==> src/rtl/ca_row_writer_pkg.sv <==
// ca_row_writer_pkg: shared sizes, FSM states and byte extraction for the CA row writer.
package ca_row_writer_pkg;
  localparam int CELLS  = 128;
  localparam int BYTES  = 16;
  localparam int ROWS   = 64;
  localparam int ADDR_W = 10;

  typedef logic [CELLS-1:0] cells_t;
  typedef enum logic [1:0] {IDLE, WRITE, WAIT, STEP} state_t;

  // Cell 0 lives in bit 127, so byte k is the k-th octet counted from the top.
  function automatic logic [7:0] cell_byte(cells_t c, logic [3:0] k);
    return 8'(c >> {~k, 3'b000});
  endfunction
endpackage

==> src/rtl/ca_row_writer_step.sv <==
// ca_row_writer_step: combinational next-generation logic for one 128-cell row.
module ca_row_writer_step
  import ca_row_writer_pkg::*;
#(
  parameter int WRAP = 1
) (
  input  cells_t     i_cells,
  input  logic [7:0] i_rule,
  output cells_t     o_next
);
  logic [CELLS+1:0] w_ext;
  // Pad both ends so every cell sees {left, self, right} as three adjacent bits.
  assign w_ext = {(WRAP != 0) & i_cells[0], i_cells, (WRAP != 0) & i_cells[CELLS-1]};
  for (genvar g = 0; g < CELLS; g++) begin : g_cell
    assign o_next[g] = i_rule[w_ext[g +: 3]];
  end
endmodule

==> src/rtl/ca_row_writer.sv <==
// ca_row_writer: tick-paced elementary cellular automaton that writes 64 generations
// of 16 bytes each into the debug RAM write port.
module ca_row_writer
  import ca_row_writer_pkg::*;
#(
  parameter int WRAP = 1
) (
  input  logic              clk,
  input  logic              rst_n,
  input  logic              i_start,
  input  logic [7:0]        i_rule,
  input  logic              i_seed_sel,
  input  logic              i_tick,
  output logic              o_ram_we,
  output logic [ADDR_W-1:0] o_ram_addr,
  output logic [7:0]        o_ram_din,
  output logic              o_busy,
  output logic              o_done,
  output logic [5:0]        o_gen
);
  state_t     r_state;
  cells_t     r_cells;
  cells_t     w_next;
  cells_t     w_seed;
  logic [7:0] r_rule;
  logic [5:0] r_gen;
  logic       r_pend;
  logic       w_go;

  assign w_seed = i_seed_sel ? {1'b1, 127'b0} : {64'b0, 1'b1, 63'b0};
  assign w_go   = r_pend | i_tick;
  assign o_gen  = r_gen;

  ca_row_writer_step #(.WRAP(WRAP)) u_step (
    .i_cells(r_cells),
    .i_rule (r_rule),
    .o_next (w_next)
  );

  // The output registers always hold the byte being written this cycle; the
  // column currently on the bus is o_ram_addr[3:0].
  always_ff @(posedge clk or negedge rst_n) begin
    if (!rst_n) begin
      r_state    <= IDLE;
      r_cells    <= '0;
      r_rule     <= '0;
      r_gen      <= '0;
      r_pend     <= 1'b0;
      o_ram_we   <= 1'b0;
      o_ram_addr <= '0;
      o_ram_din  <= '0;
      o_busy     <= 1'b0;
      o_done     <= 1'b0;
    end else begin
      o_done <= 1'b0;
      r_pend <= (r_state == WRITE || r_state == STEP) && w_go;
      case (r_state)
        IDLE: if (i_start) begin
          r_rule     <= i_rule;
          r_cells    <= w_seed;
          r_gen      <= '0;
          o_busy     <= 1'b1;
          o_ram_we   <= 1'b1;
          o_ram_addr <= '0;
          o_ram_din  <= cell_byte(w_seed, 4'd0);
          r_state    <= WRITE;
        end
        WRITE: if (o_ram_addr[3:0] == 4'(BYTES-1)) begin
          o_ram_we <= 1'b0;
          if (r_gen == 6'(ROWS-1)) begin
            o_done  <= 1'b1;
            o_busy  <= 1'b0;
            r_state <= IDLE;
          end else begin
            r_state <= WAIT;
          end
        end else begin
          o_ram_addr <= o_ram_addr + 10'd1;
          o_ram_din  <= cell_byte(r_cells, o_ram_addr[3:0] + 4'd1);
        end
        WAIT: if (w_go) r_state <= STEP;
        STEP: begin
          r_cells    <= w_next;
          r_gen      <= r_gen + 6'd1;
          o_ram_we   <= 1'b1;
          o_ram_addr <= {r_gen + 6'd1, 4'd0};
          o_ram_din  <= cell_byte(w_next, 4'd0);
          r_state    <= WRITE;
        end
        default: r_state <= IDLE;
      endcase
    end
  end
endmodule

==> config.mk <==
export PLATFORM = sky130hd
export DESIGN_NAME = ca_row_writer
export DESIGN_NICKNAME = d
export VERILOG_FILES = /design/src/rtl/ca_row_writer_pkg.sv /design/src/rtl/ca_row_writer_step.sv /design/src/rtl/ca_row_writer.sv
export SDC_FILE = /design/constraint.sdc
export NUM_CORES = 1
export LEC_CHECK = 0
export ABC_CLOCK_PERIOD_IN_PS = 4550
export BUFFER_PORTS_ARGS = -buffer_cell sky130_fd_sc_hd__clkbuf_2
export CAP_MARGIN = 20
export CORE_MARGIN = 1
export CORE_UTILIZATION = 45
export CTS_CLUSTER_DIAMETER = 200
export DETAILED_ROUTE_END_ITERATION = 7
export PLACE_DENSITY = 0.68
export SYNTH_ARGS = -nofsm -noshare
export SYNTH_HDL_FRONTEND = slang
export SYNTH_SLANG_ARGS = --single-unit
==> constraint.sdc <==
create_clock -name clk -period 4.55 [get_ports clk]
set_input_delay 0.455 -clock clk [delete_from_list [all_inputs] [get_ports clk]]
set_output_delay 0.455 -clock clk [all_outputs]
set_load 0.02 [all_outputs]
==> flow_summary_export.csv <==
group,metric,value,unit
run_status,run_status,"completed",
timing,setup-tns-final,0,ns
synthesis,yosys_most_used_dff,"sky130_fd_sc_hd__dfrtp_1",
drt,route.vias.total,11603,
cts,insertion_delay_to_the_later_sink_of_the_worst_skew_pair,0.45,ns
setup_path,arrival,3.82,ns
grt,globalRoute.totalOverflow,0,
placement,post_dp_cell_area,14800,µm²
timing,max-slew-margin-rel,0.270,
timing,postLayoutSetupSlackWorst,1.09,ns
timing,final-setup-viol-count,0,
cts,cts-buffers-inserted,17,
synthesis,synthSimpleGateAreaFrac,0.0327,
die,num_rows,66,
grt,global_route.usage.met1,0.371,
timing,slew_viol_final,0,
layout,mostFrequentLayoutCell,"sky130_fd_sc_hd__a21oi_1",
setup_path,setup.worst_path.class,"reg -> reg",
synthesis,share_of_cell_area_taken_by_muxes_after_synthesis,0.445,
synthesis,synth.ff_latch_count,166,
placement,dp_slack,1.18,ns
placement,dp_hpwl,22600,µm
grt,grt.total_usage,0.254,
synthesis,yosys-top-cells-area,"sky130_fd_sc_hd__mux4_2 42%, sky130_fd_sc_hd__dfrtp_1 28%, sky130_fd_sc_hd__a21oi_1 11%, sky130_fd_sc_hd__clkbuf_1 5.1%, sky130_fd_sc_hd__nand2_1 1.3%",
synthesis,syn_nets,1354,
grt,grt_use_met2,0.391,
cts,cts_setup_buffers,0,
layout,design.final.nets,1138,
grt,first_global_vias,11180,
power,p_leak,0.00554,µW
die,die_y,185,µm
die,core_area,32700,µm²
die,design.portCount,40,
layout,diodes,0,
cts,worst_path_clk_slew,0.07,ns
layout,area_growth_syn_to_layout,2.53,%
cts,cts_hold_bufs,0,
synthesis,syn_area,15100,µm²
timing,timing_hold_violations_final,0,
grt,antenna_found_initial,0,
layout,layout-drive-gt1-share,0.350,
setup_path,cpPeakStageDelay,0.81,ns
synthesis,synth-edff-count,0,
timing,rsz0062_at_grt,"false",
die,die_footprint,34200,µm²
synthesis,ys.warnings.count,0,
synthesis,postSynthAreaPerCell,11.3,µm²
grt,gr-max-usage-layer,"met2",
power,peakVddDrop,0.000716,V
power,p_total,12400,µW
grt,grt_pass1_wl,67200,µm
timing,timing.clock.skew,0.00876,ns
setup_path,critical_path_buf_inv_count,2,
synthesis,synthDistinctLibCells,48,
synthesis,synth-seq-area-share,0.276,
synthesis,yosys.area.top_type,"sky130_fd_sc_hd__mux4_2",
timing,final.min_clock_period,3.46,ns
setup_path,endpoint_kind,"flip-flop",
synthesis,synth-compound-area-share,0.150,
placement,portBuffers,39,
cts,tritoncts,"done",
timing,timing.fmax,289,MHz
layout,mostFrequentLayoutCells,"323 x sky130_fd_sc_hd__a21oi_1, 279 x sky130_fd_sc_hd__mux4_2, 157 x sky130_fd_sc_hd__dfrtp_1, 54 x sky130_fd_sc_hd__nand2_1, 38 x sky130_fd_sc_hd__clkbuf_2",
timing,fin_crit_sh,0.761,
setup_path,critical_path_required,4.91,ns
drt,dr.first_iter.drc_count,1672,
setup_path,cp_cell_sequence,"inv_1, ha_1, nand2_1, o21a_4, nor2_4, buf_4, a21oi_1, a21oi_1",
setup_path,critical_path.top_delay_family,"simple AND/OR/NAND/NOR gates",
drt,ant_nets,0,
synthesis,post_synth_inst_count,1333,
setup_path,critical_path.startpoint_type,"flip-flop",
drt,avgRoutedWirePerCell,26.6,µm
job,cap_viol_max_count,0,
drt,via_cell_ratio,7.38,
synthesis,postSynth.asyncResetShare,1.00,
synthesis,synth_adder_area_share,0.00665,
setup_path,critPathMostFrequentCell,"sky130_fd_sc_hd__a21oi_1",
drt,first_pass_iters,5,
timing,worstMarginPinSlew,1.09,ns
cts,post_cts_resized,0,
placement,place.gp.congestion,0.808,
synthesis,synth_top_family_by_area,"multiplexers",
grt,grt_max_degree,163,
setup_path,cpMaxStageDelayCell,"sky130_fd_sc_hd__nor2_4",
setup_path,timing.critical_path.depth,8,
die,floorplan.initialDensity,0.460,
cts,h_tree_depth,4,
drt,wl,41900,µm
cts,clk_path_buf_depth,2,
synthesis,yosys.area_share.xor_xnor,0.00449,
min_path,holdCritPathClass,"in -> async",
synthesis,synth.top_cell.area_share,0.417,
cts,cts.sink_count,166,
setup_path,ff2ff_path_depth,8,
grt,met3_track_usage_gr,0.0436,
layout,filler_cell_count,2869,
setup_path,maximum_fanout_encountered_on_the_critical_timing_path,68,
power,powerDensity,807,nW/µm²
die,die_wd,185,µm
cts,root_buffer,"sky130_fd_sc_hd__clkbuf_16",
layout,post-route-cell-area,15400,µm²
drt,drt_drc_violations_left,0,
==> metal layers <==
metal / share of wire / routed length [µm]
met1: 0.39 / 16200
met2: 0.50 / 20800
met3: 0.099 / 4140
met4: 0.017 / 728
met5: 0 / 0
==> power breakdown <==
group / internal (µW) / switching, µW / total [µW]
registers: 1980 / 2030 / 4010
clock network: 923 / 669 / 1590
logic: 3930 / 2910 / 6840
total: 6840 / 5610 / 12400
==> synthesized netlist by cell type (all sizes together), types with 7 or more instances <==
library cell / count
buf: 70
a21oi: 323
ha: 8
clkbuf: 223
mux2: 13
a211o: 7
mux4: 283
inv: 12
a31oi: 8
nor2: 34
o22ai: 10
nand2: 54
a22oi: 16
mux2i: 17
dfrtp: 166
o21ai: 37
==> area by class of cell <==
cell class | count | area, µm² | area share
multi-input cells | 861 | 9650 | 0.625
inverters | 12 | 45.0 | 0.00292
flip-flops and latches | 166 | 4190 | 0.271
well taps | 442 | 553 | 0.0358
repair buffers | 59 | 384 | 0.0249
clock inverters | 11 | 176 | 0.0114
clock buffers | 21 | 440 | 0.0285
==> through the flow <==
stage               hold WS (ns)   util  instances
floorplan                  0.159      -       1333
detailed placement         0.480  0.452       1539
global placement           0.483  0.452       1539
finish                     0.151  0.472       1572
global route               0.222  0.472       1572
CTS                        0.185  0.471       1571
==> state kept, by name (all words and copies together) (netlist names) <==
register	cells
r_cells	128
o_ram_din	8
r_state	2
o_busy	1
r_rule	8
o_ram_we	1
r_pend	1
o_done	1
o_gen	6
o_ram_addr	10
==> worst paths after layout <==
kind	endpoint	slack (ns)	start
max in group asynchronous	r_cells[49]	3.28	rst_n
setup / recovery	r_cells[118]	1.09	r_state[0]
min in group clk	r_rule[0]	0.25	i_rule[0]
hold reg to reg	r_pend	0.50	r_pend
hold / removal	r_cells[27]	0.15	rst_n
setup reg to reg	r_cells[118]	1.09	r_state[0]
==> kinds of logic after synthesis <==
group | after synthesis
compound gates | 421
mux | 313
buf+inv | 306
flops | 166
simple gates | 113
fa+ha+maj | 8
xor+xnor | 6
Power figures use the tool's default switching activity.
